### src/rtl/addsub_seq.sv
// rtl/addsub_seq.sv - multi-cycle adder/subtractor, SLICE bits per cycle
// Handshaked request/result; result flags registered alongside the final slice.
module addsub_seq #(
    parameter int WIDTH = 32,
    parameter int SLICE = 8
) (
    input  logic             clk,
    input  logic             rst,
    input  logic             in_valid,
    output logic             in_ready,
    input  logic [WIDTH-1:0] a,
    input  logic [WIDTH-1:0] b,
    input  logic             sub,
    output logic             out_valid,
    input  logic             out_ready,
    output logic [WIDTH-1:0] sum,
    output logic             cout,
    output logic             ovf,
    output logic             zero,
    output logic             neg
);

    localparam int NSL = WIDTH / SLICE;
    localparam int IW  = (NSL > 1) ? $clog2(NSL) : 1;

    typedef enum logic [1:0] {IDLE, CALC, DONE} state_t;

    state_t            state;
    logic [WIDTH-1:0]  a_r;
    logic [WIDTH-1:0]  binv_r;
    logic              carry;
    logic [IW-1:0]     idx;

    logic [SLICE:0]    slice_res;
    logic [WIDTH-1:0]  sum_nxt;
    logic              last_slice;

    always_comb begin
        slice_res = {1'b0, a_r[idx*SLICE +: SLICE]}
                  + {1'b0, binv_r[idx*SLICE +: SLICE]}
                  + {{SLICE{1'b0}}, carry};
        sum_nxt = sum;
        sum_nxt[idx*SLICE +: SLICE] = slice_res[SLICE-1:0];
        last_slice = (idx == IW'(NSL - 1));
    end

    always_ff @(posedge clk) begin
        if (rst) begin
            state     <= IDLE;
            a_r       <= '0;
            binv_r    <= '0;
            carry     <= 1'b0;
            idx       <= '0;
            sum       <= '0;
            cout      <= 1'b0;
            ovf       <= 1'b0;
            zero      <= 1'b0;
            neg       <= 1'b0;
            out_valid <= 1'b0;
            in_ready  <= 1'b1;
        end else begin
            case (state)
                IDLE: begin
                    if (in_valid) begin
                        a_r      <= a;
                        binv_r   <= b ^ {WIDTH{sub}};
                        carry    <= sub;
                        idx      <= '0;
                        in_ready <= 1'b0;
                        state    <= CALC;
                    end
                end
                CALC: begin
                    sum   <= sum_nxt;
                    carry <= slice_res[SLICE];
                    idx   <= idx + 1'b1;
                    if (last_slice) begin
                        // Flags use the fully assembled sum, including this slice.
                        cout      <= slice_res[SLICE];
                        ovf       <= (a_r[WIDTH-1] == binv_r[WIDTH-1]) &&
                                     (sum_nxt[WIDTH-1] != a_r[WIDTH-1]);
                        zero      <= (sum_nxt == '0);
                        neg       <= sum_nxt[WIDTH-1];
                        out_valid <= 1'b1;
                        state     <= DONE;
                    end
                end
                DONE: begin
                    if (out_ready) begin
                        out_valid <= 1'b0;
                        in_ready  <= 1'b1;
                        state     <= IDLE;
                    end
                end
                default: begin
                    out_valid <= 1'b0;
                    in_ready  <= 1'b1;
                    state     <= IDLE;
                end
            endcase
        end
    end

endmodule

### config.mk
export PLATFORM = sky130hd
export DESIGN_NAME = addsub_seq
export DESIGN_NICKNAME = d
export VERILOG_FILES = /design/src/rtl/addsub_seq.sv
export SDC_FILE = /design/constraint.sdc
export NUM_CORES = 1
export LEC_CHECK = 0
export ABC_AREA = 1
export ABC_CLOCK_PERIOD_IN_PS = 4000
export BUFFER_PORTS_ARGS = -buffer_cell sky130_fd_sc_hd__clkbuf_2
export CORE_AREA = 5 5 108 110
export CTS_BUF_LIST = sky130_fd_sc_hd__clkbuf_16
export DETAILED_ROUTE_END_ITERATION = 16
export DIE_AREA = 0 0 113 115
export PLACE_DENSITY = 0.78
export SYNTH_ARGS = -nofsm -noshare
export SYNTH_HDL_FRONTEND = slang
export SYNTH_SLANG_ARGS = --single-unit
### constraint.sdc
create_clock -name clk -period 4 [get_ports clk]
set_input_delay 0.2 -clock clk [delete_from_list [all_inputs] [get_ports clk]]
set_output_delay 0.2 -clock clk [all_outputs]
set_load 0.02 [all_outputs]
==> results of run 1 <==
## sequential cells by signal, indices dropped and copies added (netlist names)
name       cells
a_r           32
binv_r        32
sum           32
idx            2
state          2
carry          1
cout           1
in_ready       1
neg            1
out_valid      1
ovf            1
zero           1
## power by group through the flow
stage,combinational (W),sequential (W),clock [W]
after floorplan,0.000536,0.00126,0
after global routing,0.000882,0.00123,0.000945
after CTS,0.000774,0.00122,0.000887
after global placement,0.000761,0.00124,0
final,0.000785,0.00122,0.000874
after detailed placement,0.000768,0.00124,0
## layer usage
metal  wire [µm]  global-route usage [%]  vias up  share of wire [%]
met2        7100                    39.2      212                 48
met3        1050                    3.47       27                7.0
li1            -                       -     2790                  -
met5           0                       0        -                  0
met1        6480                    30.1     2483                 43
met4         295                    7.77        0                2.0
## layout make-up
cell class,count,area [µm²]
multi-input combinational,564,2950
tap,140,175
clock inverter,7,68.8
clock buffer,9,225
timing repair buffer,114,591
sequential,107,2140
inverter,90,338
fill,1029,4120
## how the worst max path moves through the flow
stage	startpoint	to	slack, ns	depth (start not counted)
2_1_floorplan	idx[0]	zero	0.91	21
3_3_place_gp	idx[0]	zero	0.96	18
3_5_place_dp	idx[0]	zero	0.90	16
4_1_cts	idx[0]	zero	0.85	19
5_1_grt	idx[0]	zero	0.47	19
6_report	idx[0]	zero	0.76	19
## cell usage after synthesis (all sizes together)
master | instances | area share (%)
nor2 | 178 | 12
o21ai | 96 | 8.5
o22ai | 15 | 1.7
clkbuf | 32 | 2.1
clkinv | 3 | 0.20
buf | 16 | 1.4
a31oi | 1 | 0.11
xnor2 | 32 | 5.0
inv | 87 | 5.8
nand4 | 15 | 1.7
xor2 | 1 | 0.16
fa | 2 | 0.71
a211oi | 32 | 4.3
a32oi | 2 | 0.31
o21bai | 3 | 0.40
nand2 | 107 | 7.6
ha | 13 | 2.9
a21oi | 24 | 2.2
dfxtp | 107 | 38
o21a | 1 | 0.13
o211ai | 12 | 1.6
nor3 | 2 | 0.18
nand3 | 28 | 2.8
## worst max-delay path: stages, from the launching register on
cell     delay [ns]
dfxtp_1        0.34
buf_4          0.45
o21ai_0        0.17
o22ai_1        0.23
fa_1           0.30
inv_1          0.09
fa_1           0.43
inv_2          0.09
nand2_2        0.06
nand2_1        0.07
nor2_1         0.05
nand3_1        0.08
nand2_1        0.10
nor2_1         0.14
nand3_1        0.09
nor2_1         0.12
nand3_1        0.08
nor2_1         0.09
nand3_1        0.09
a21oi_2        0.11
## stage by stage
stage	utilization [%]	total power [W]	std cells	hold slack, ns	setup WS (ns)
after floorplan	-	0.00180	809	0.367	0.910
after global placement	58.4	0.00200	1015	0.442	0.962
after detailed placement	58.4	0.00201	1015	0.459	0.902
after CTS	61.2	0.00288	1031	0.0947	0.851
after global routing	61.2	0.00305	1031	0.122	0.474
final	61.2	0.00288	1031	0.0976	0.759
## logic make-up (layout without fill, tap and decap cells)
group                      after synthesis  count (layout)
AOI/OAI and AO/OA                      186             186
xor gates and xnor gates                33              33
adders and majority gates               15              15
buffers and inverters                  138             220
DFF                                    107             107
and+or+nand+nor                        330             330
==> impl_metrics.csv, run 1 <==
group,metric,value,unit
die,initial_utilization,53.1,%
power_and_ir_drop,p_int,0.00187,W
min_path,min_path_type,"input pin to flip-flop",
timing,rsz0062_at_grt,"false",
timing,worst_pin_slew,1.12,ns
synthesis,synthCells,809,
worst_setup_path,start_kind,"flip-flop",
timing,post-route-period-util,81.0,%
synthesis,muxShareOfSynthArea,0,%
timing,setup-violations-final,0,
timing,hold_violations,0,
synthesis,yosysWarnings,0,
worst_setup_path,crit_required,4.28,ns
job,max-cap-violations,0,
timing,layout_min_cycle_time,3.24,ns
grt,grt_use_total,23.1,%
power_and_ir_drop,leakage,3.11,nW
detailed_routing,dr_total_vias,5512,
cells_and_area,syn2layout_area_growth,15.2,%
synthesis,synth_xor_xnor_area_share,5.13,%
cts,cts_setup_buffers,0,
detailed_routing,drt-initial-drc-count,463,
min_path,worstHoldEndpoint,"a_r[30]",
worst_setup_path,reg2reg_from,"idx[0]",
min_path,hold_start,"a[30]",
timing,maxSlewViolCount,0,
synthesis,ys_ff_latch,107,
timing,slew_headroom,25.0,%
synthesis,synth_compound_area_share,19.2,%
power_and_ir_drop,pwr_density_cell,444,nW/µm²
power_and_ir_drop,p_seq_share,42.3,%
min_path,holdPathStages,3,
cells_and_area,drive_above_1_share,17.3,%
detailed_routing,viasPerCell,5.35,
die,core_area,10600,µm²
cts,clk_pin_slew,0.08,ns
worst_setup_path,cp_max_fo,50,
cts,cts_resized,0,
synthesis,avgSynthCellArea,6.96,µm²
power_and_ir_drop,switchingPower,0.00101,W
worst_setup_path,rr_worst_depth,19,
die,die_area,13000,µm²
cts,insertion_delay,0.35,ns
synthesis,syn_area,5630,µm²
detailed_routing,drc,0,
detailed_routing,drt_first_pass_iters,6,
cts,h-tree-depth,3,
die,die_y,115,µm
synthesis,synth_top_family_by_area,"simple AND/OR/NAND/NOR gates",
detailed_routing,routed_wl,14900,µm
place,dp_hpwl,10600,µm
worst_setup_path,reg2reg_slack,0.76,ns
power_and_ir_drop,vdd_drop_max,0.289,mV
die,ios,107,
cts,cts_buffers,9,
grt,antenna_found_initial,0,
timing,clock.fmax,309,MHz
place,placed_area,6190,µm²
place,port-buffer-count,106,
timing,tns,0,ns
timing,finClkSkew,0.0108,ns
synthesis,synth_fa_ha_area_share,3.60,%
die,die_x,113,µm
power_and_ir_drop,clockPowerShare,30.4,%
detailed_routing,ant_nets,0,
synthesis,ys_types,32,
place,place_congestion,0.962,
die,fp-row-count,38,
grt,grt-ovfl-total,0,
grt,grt_max_degree,73,
synthesis,synth_nets,893,
outcome,status,"finished, final reports clean",
worst_setup_path,cp-end-kind,"flip-flop",
cts,holdBufCountCts,0,
worst_setup_path,r2r-end,"zero",
grt,grt_pass1_wl,24400,µm
synthesis,synth-simple-area-share,24.4,%
power_and_ir_drop,combinationalPowerShare,27.3,%
cts,cts_buffer_depth,2,
power_and_ir_drop,swShare,35.0,%
cts,cts_tree,"done",
cts,cts.sinks,107,
cells_and_area,layout.cells.most_common_list,"nor2_1 (175), dfxtp_1 (107), clkbuf_2 (106)",
worst_setup_path,path_class,"flip-flop to flip-flop",
cts,clock-root-buffer,"clkbuf_16",
grt,grt_pass1_vias,5130,
worst_setup_path,worstPathArrival,3.52,ns
cells_and_area,nNetsFinal,970,
cells_and_area,num_antenna_cells,0,
cells_and_area,final_common_cell,"nor2_1",
synthesis,yosysSeqAreaShare,38.1,%
cells_and_area,fin_area,6490,µm²
detailed_routing,wl_per_cell,14.5,µm
(Power assumes the default switching activity.)
==> run 2, diff against run 1 <==
- ABC_CLOCK_PERIOD_IN_PS: 4000 -> 2900
- CORE_AREA: 5 5 108 110 -> 5 5 113 115
- DIE_AREA: 0 0 113 115 -> 0 0 118 120
- PLACE_DENSITY: 0.78 -> 0.74
- clock period: 4 -> 2.9 ns (I/O delays scaled with it)
==> run 2 against run 1 <==
  * Clock skew rose by 0.0017 ns
  * Worst setup slack got worse by 0.60 ns
  * Critical path type unchanged
  * Highest routed layer unchanged
  * Largest power group unchanged
  * Non-clock buffer count rose by 18
  * Sequential share of layout area fell by 1.5 points
==> impl_metrics.csv, run 2 (synthesis results as in run 1) <==
group,metric,value,unit
outcome,status,"finished, final reports clean",
detailed_routing,drt-initial-drc-count,395,
worst_setup_path,reg2reg_from,"idx[0]",
detailed_routing,drc,0,
timing,hold_violations,0,
detailed_routing,wl_per_cell,14.5,µm
timing,layout_setup_ws,0.154,ns
power_and_ir_drop,vdd_drop_max,0.365,mV
timing,clock.fmax,364,MHz
cts,h-tree-depth,3,
worst_setup_path,cp-end-kind,"flip-flop",
place,dp_hpwl,11300,µm
cts,cts_tree,"done",
timing,rsz0062_at_grt,"true",
timing,tns,0,ns
cts,clock-root-buffer,"clkbuf_16",
cts,cts_buffers,9,
die,die_x,118,µm
min_path,min_path_type,"input pin to flip-flop",
cts,cts.sinks,107,
grt,grt_use_total,20.8,%
grt,grt_max_degree,49,
cells_and_area,regArea,2150,µm²
timing,post-route-period-util,94.7,%
die,core_area,11700,µm²
worst_setup_path,cp_slowest_cell,"fa_2",
die,initial_utilization,48.1,%
cts,cts_buffer_depth,2,
detailed_routing,dr_total_vias,5436,
worst_setup_path,max_stage_delay,0.46,ns
place,place_congestion,0.941,
detailed_routing,drt_first_pass_iters,5,
cells_and_area,layout.cells.most_common_list,"nor2_1 (172), dfxtp_1 (106), clkbuf_2 (106)",
die,ios,107,
cells_and_area,nNetsFinal,988,
min_path,worstHoldEndpoint,"a_r[18]",
timing,maxSlewViolCount,0,
timing,layout_min_cycle_time,2.75,ns
cells_and_area,final_common_cell,"nor2_1",
worst_setup_path,path_class,"flip-flop to flip-flop",
grt,grt_pass1_wl,24300,µm
grt,antenna_found_initial,0,
cells_and_area,largest_registers,"a_r x32, binv_r x32, sum x32",
timing,setup-violations-final,0,
die,die_y,120,µm
min_path,hold_start,"a[18]",
place,placed_area,6320,µm²
power_and_ir_drop,leakage,3.24,nW
cells_and_area,syn2layout_area_growth,20.9,%
worst_setup_path,start_kind,"flip-flop",
power_and_ir_drop,p_total,0.00417,W
place,dp_slack,0.0359,ns
grt,grt-ovfl-total,0,
worst_setup_path,worstPathArrival,2.97,ns
timing,finClkSkew,0.0125,ns
cts,clk_pin_slew,0.08,ns
place,port-buffer-count,106,
min_path,holdPathStages,3,
detailed_routing,routed_wl,15300,µm
timing,worst_pin_slew,0.941,ns
cts,insertion_delay,0.35,ns
worst_setup_path,cp_max_fo,8,
grt,grt_pass1_vias,5050,
worst_setup_path,cp_cell_sequence,"inv_8, o21ai_2, o22ai_2, fa_2, inv_2, fa_2, nor2_4, nand2_2, o21ai_2, nor2_1, nand2_1, clkinv_1, nand3_1, nor2_1, nand3_1, nor2_1, nand3_1, a21oi_2",
cells_and_area,multi_input_area,3040,µm²
job,max-cap-violations,0,
timing,slew_headroom,37.2,%
timing,worst_hold_slack,0.0333,ns
worst_setup_path,r2r-end,"zero",
power_and_ir_drop,pwr_density_cell,612,nW/µm²
detailed_routing,viasPerCell,5.15,
worst_setup_path,reg2reg_slack,0.15,ns
cells_and_area,num_antenna_cells,0,
cells_and_area,fin_area,6810,µm²
cells_and_area,fillers,1141,
worst_setup_path,crit_required,3.13,ns
die,die_area,14200,µm²
detailed_routing,ant_nets,0,
cells_and_area,drive_above_1_share,21.3,%
cts,holdBufCountCts,0,
worst_setup_path,rr_worst_depth,18,
die,fp-row-count,40,
## run 2: cell count changes in the layout (fill, tap and decap cells not counted), sizes merged
| cell | previous run | this run |
|---|---|---|
| buf | 8 | 26 |
| bufinv | 0 | 1 |
| inv | 91 | 90 |
## run 2: routing by layer
| metal | routed length (µm) | vias up | global-route usage [%] | part of all wire [%] |
|---|---|---|---|---|
| li1 | - | 2836 | - | - |
| met1 | 6660 | 2412 | 26.9 | 44 |
| met2 | 7350 | 158 | 35.3 | 48 |
| met3 | 890 | 30 | 4.10 | 5.8 |
| met4 | 357 | 0 | 5.95 | 2.3 |
| met5 | 0 | - | 0 | 0 |
## run 2: worst max path at each step
| stage | cells after the start | end | from | slack, ns |
|---|---|---|---|---|
| after floorplan | 20 | zero | idx[0] | 0.004 |
| final | 18 | zero | idx[0] | 0.15 |
| after global routing | 20 | zero | idx[0] | -0.03 |
| after global placement | 18 | zero | idx[1] | 0.14 |
| after CTS | 19 | zero | idx[0] | 0.01 |
| after detailed placement | 19 | zero | idx[0] | 0.04 |
## run 2: final cells by class
| type | instances | share of cell area [%] |
|---|---|---|
| multi-input combinational | 564 | 44.7 |
| timing repair buffer | 132 | 11.2 |
| inverter | 90 | 5.07 |
| sequential | 107 | 31.5 |
| tap | 147 | 2.70 |
| clock buffer | 9 | 3.31 |
| clock inverter | 7 | 1.45 |
## run 2: metrics by stage
step / util, % / instances
after floorplan: - / 809
after detailed placement: 53.9 / 1035
after global routing: 58.1 / 1056
final: 58.1 / 1056
after global placement: 53.9 / 1035
after CTS: 56.7 / 1051
## run 2: worst max-delay path: cells and delay by family, from the launching register on
kind,cells,cell delay (ns)
AND/OR/NAND/NOR,9,0.65
buffers and inverters,3,0.20
flip-flops,1,0.44
AO/OA/AOI/OAI,4,0.44
adder cells (fa/ha/maj),2,0.89
## run 2: repair_timing
action,in CTS,in global routing
buffers inserted,0,5
resized for setup,0,36
endpoints found under the hold margin,0,0
setup endpoints to repair,0,7
## run 2: report_power, final
group / internal [W] / switching, W / total [W]
clock: 0.000696 / 0.000610 / 0.00131
sequential: 0.00160 / 0.0000893 / 0.00169
combinational: 0.000440 / 0.000734 / 0.00117
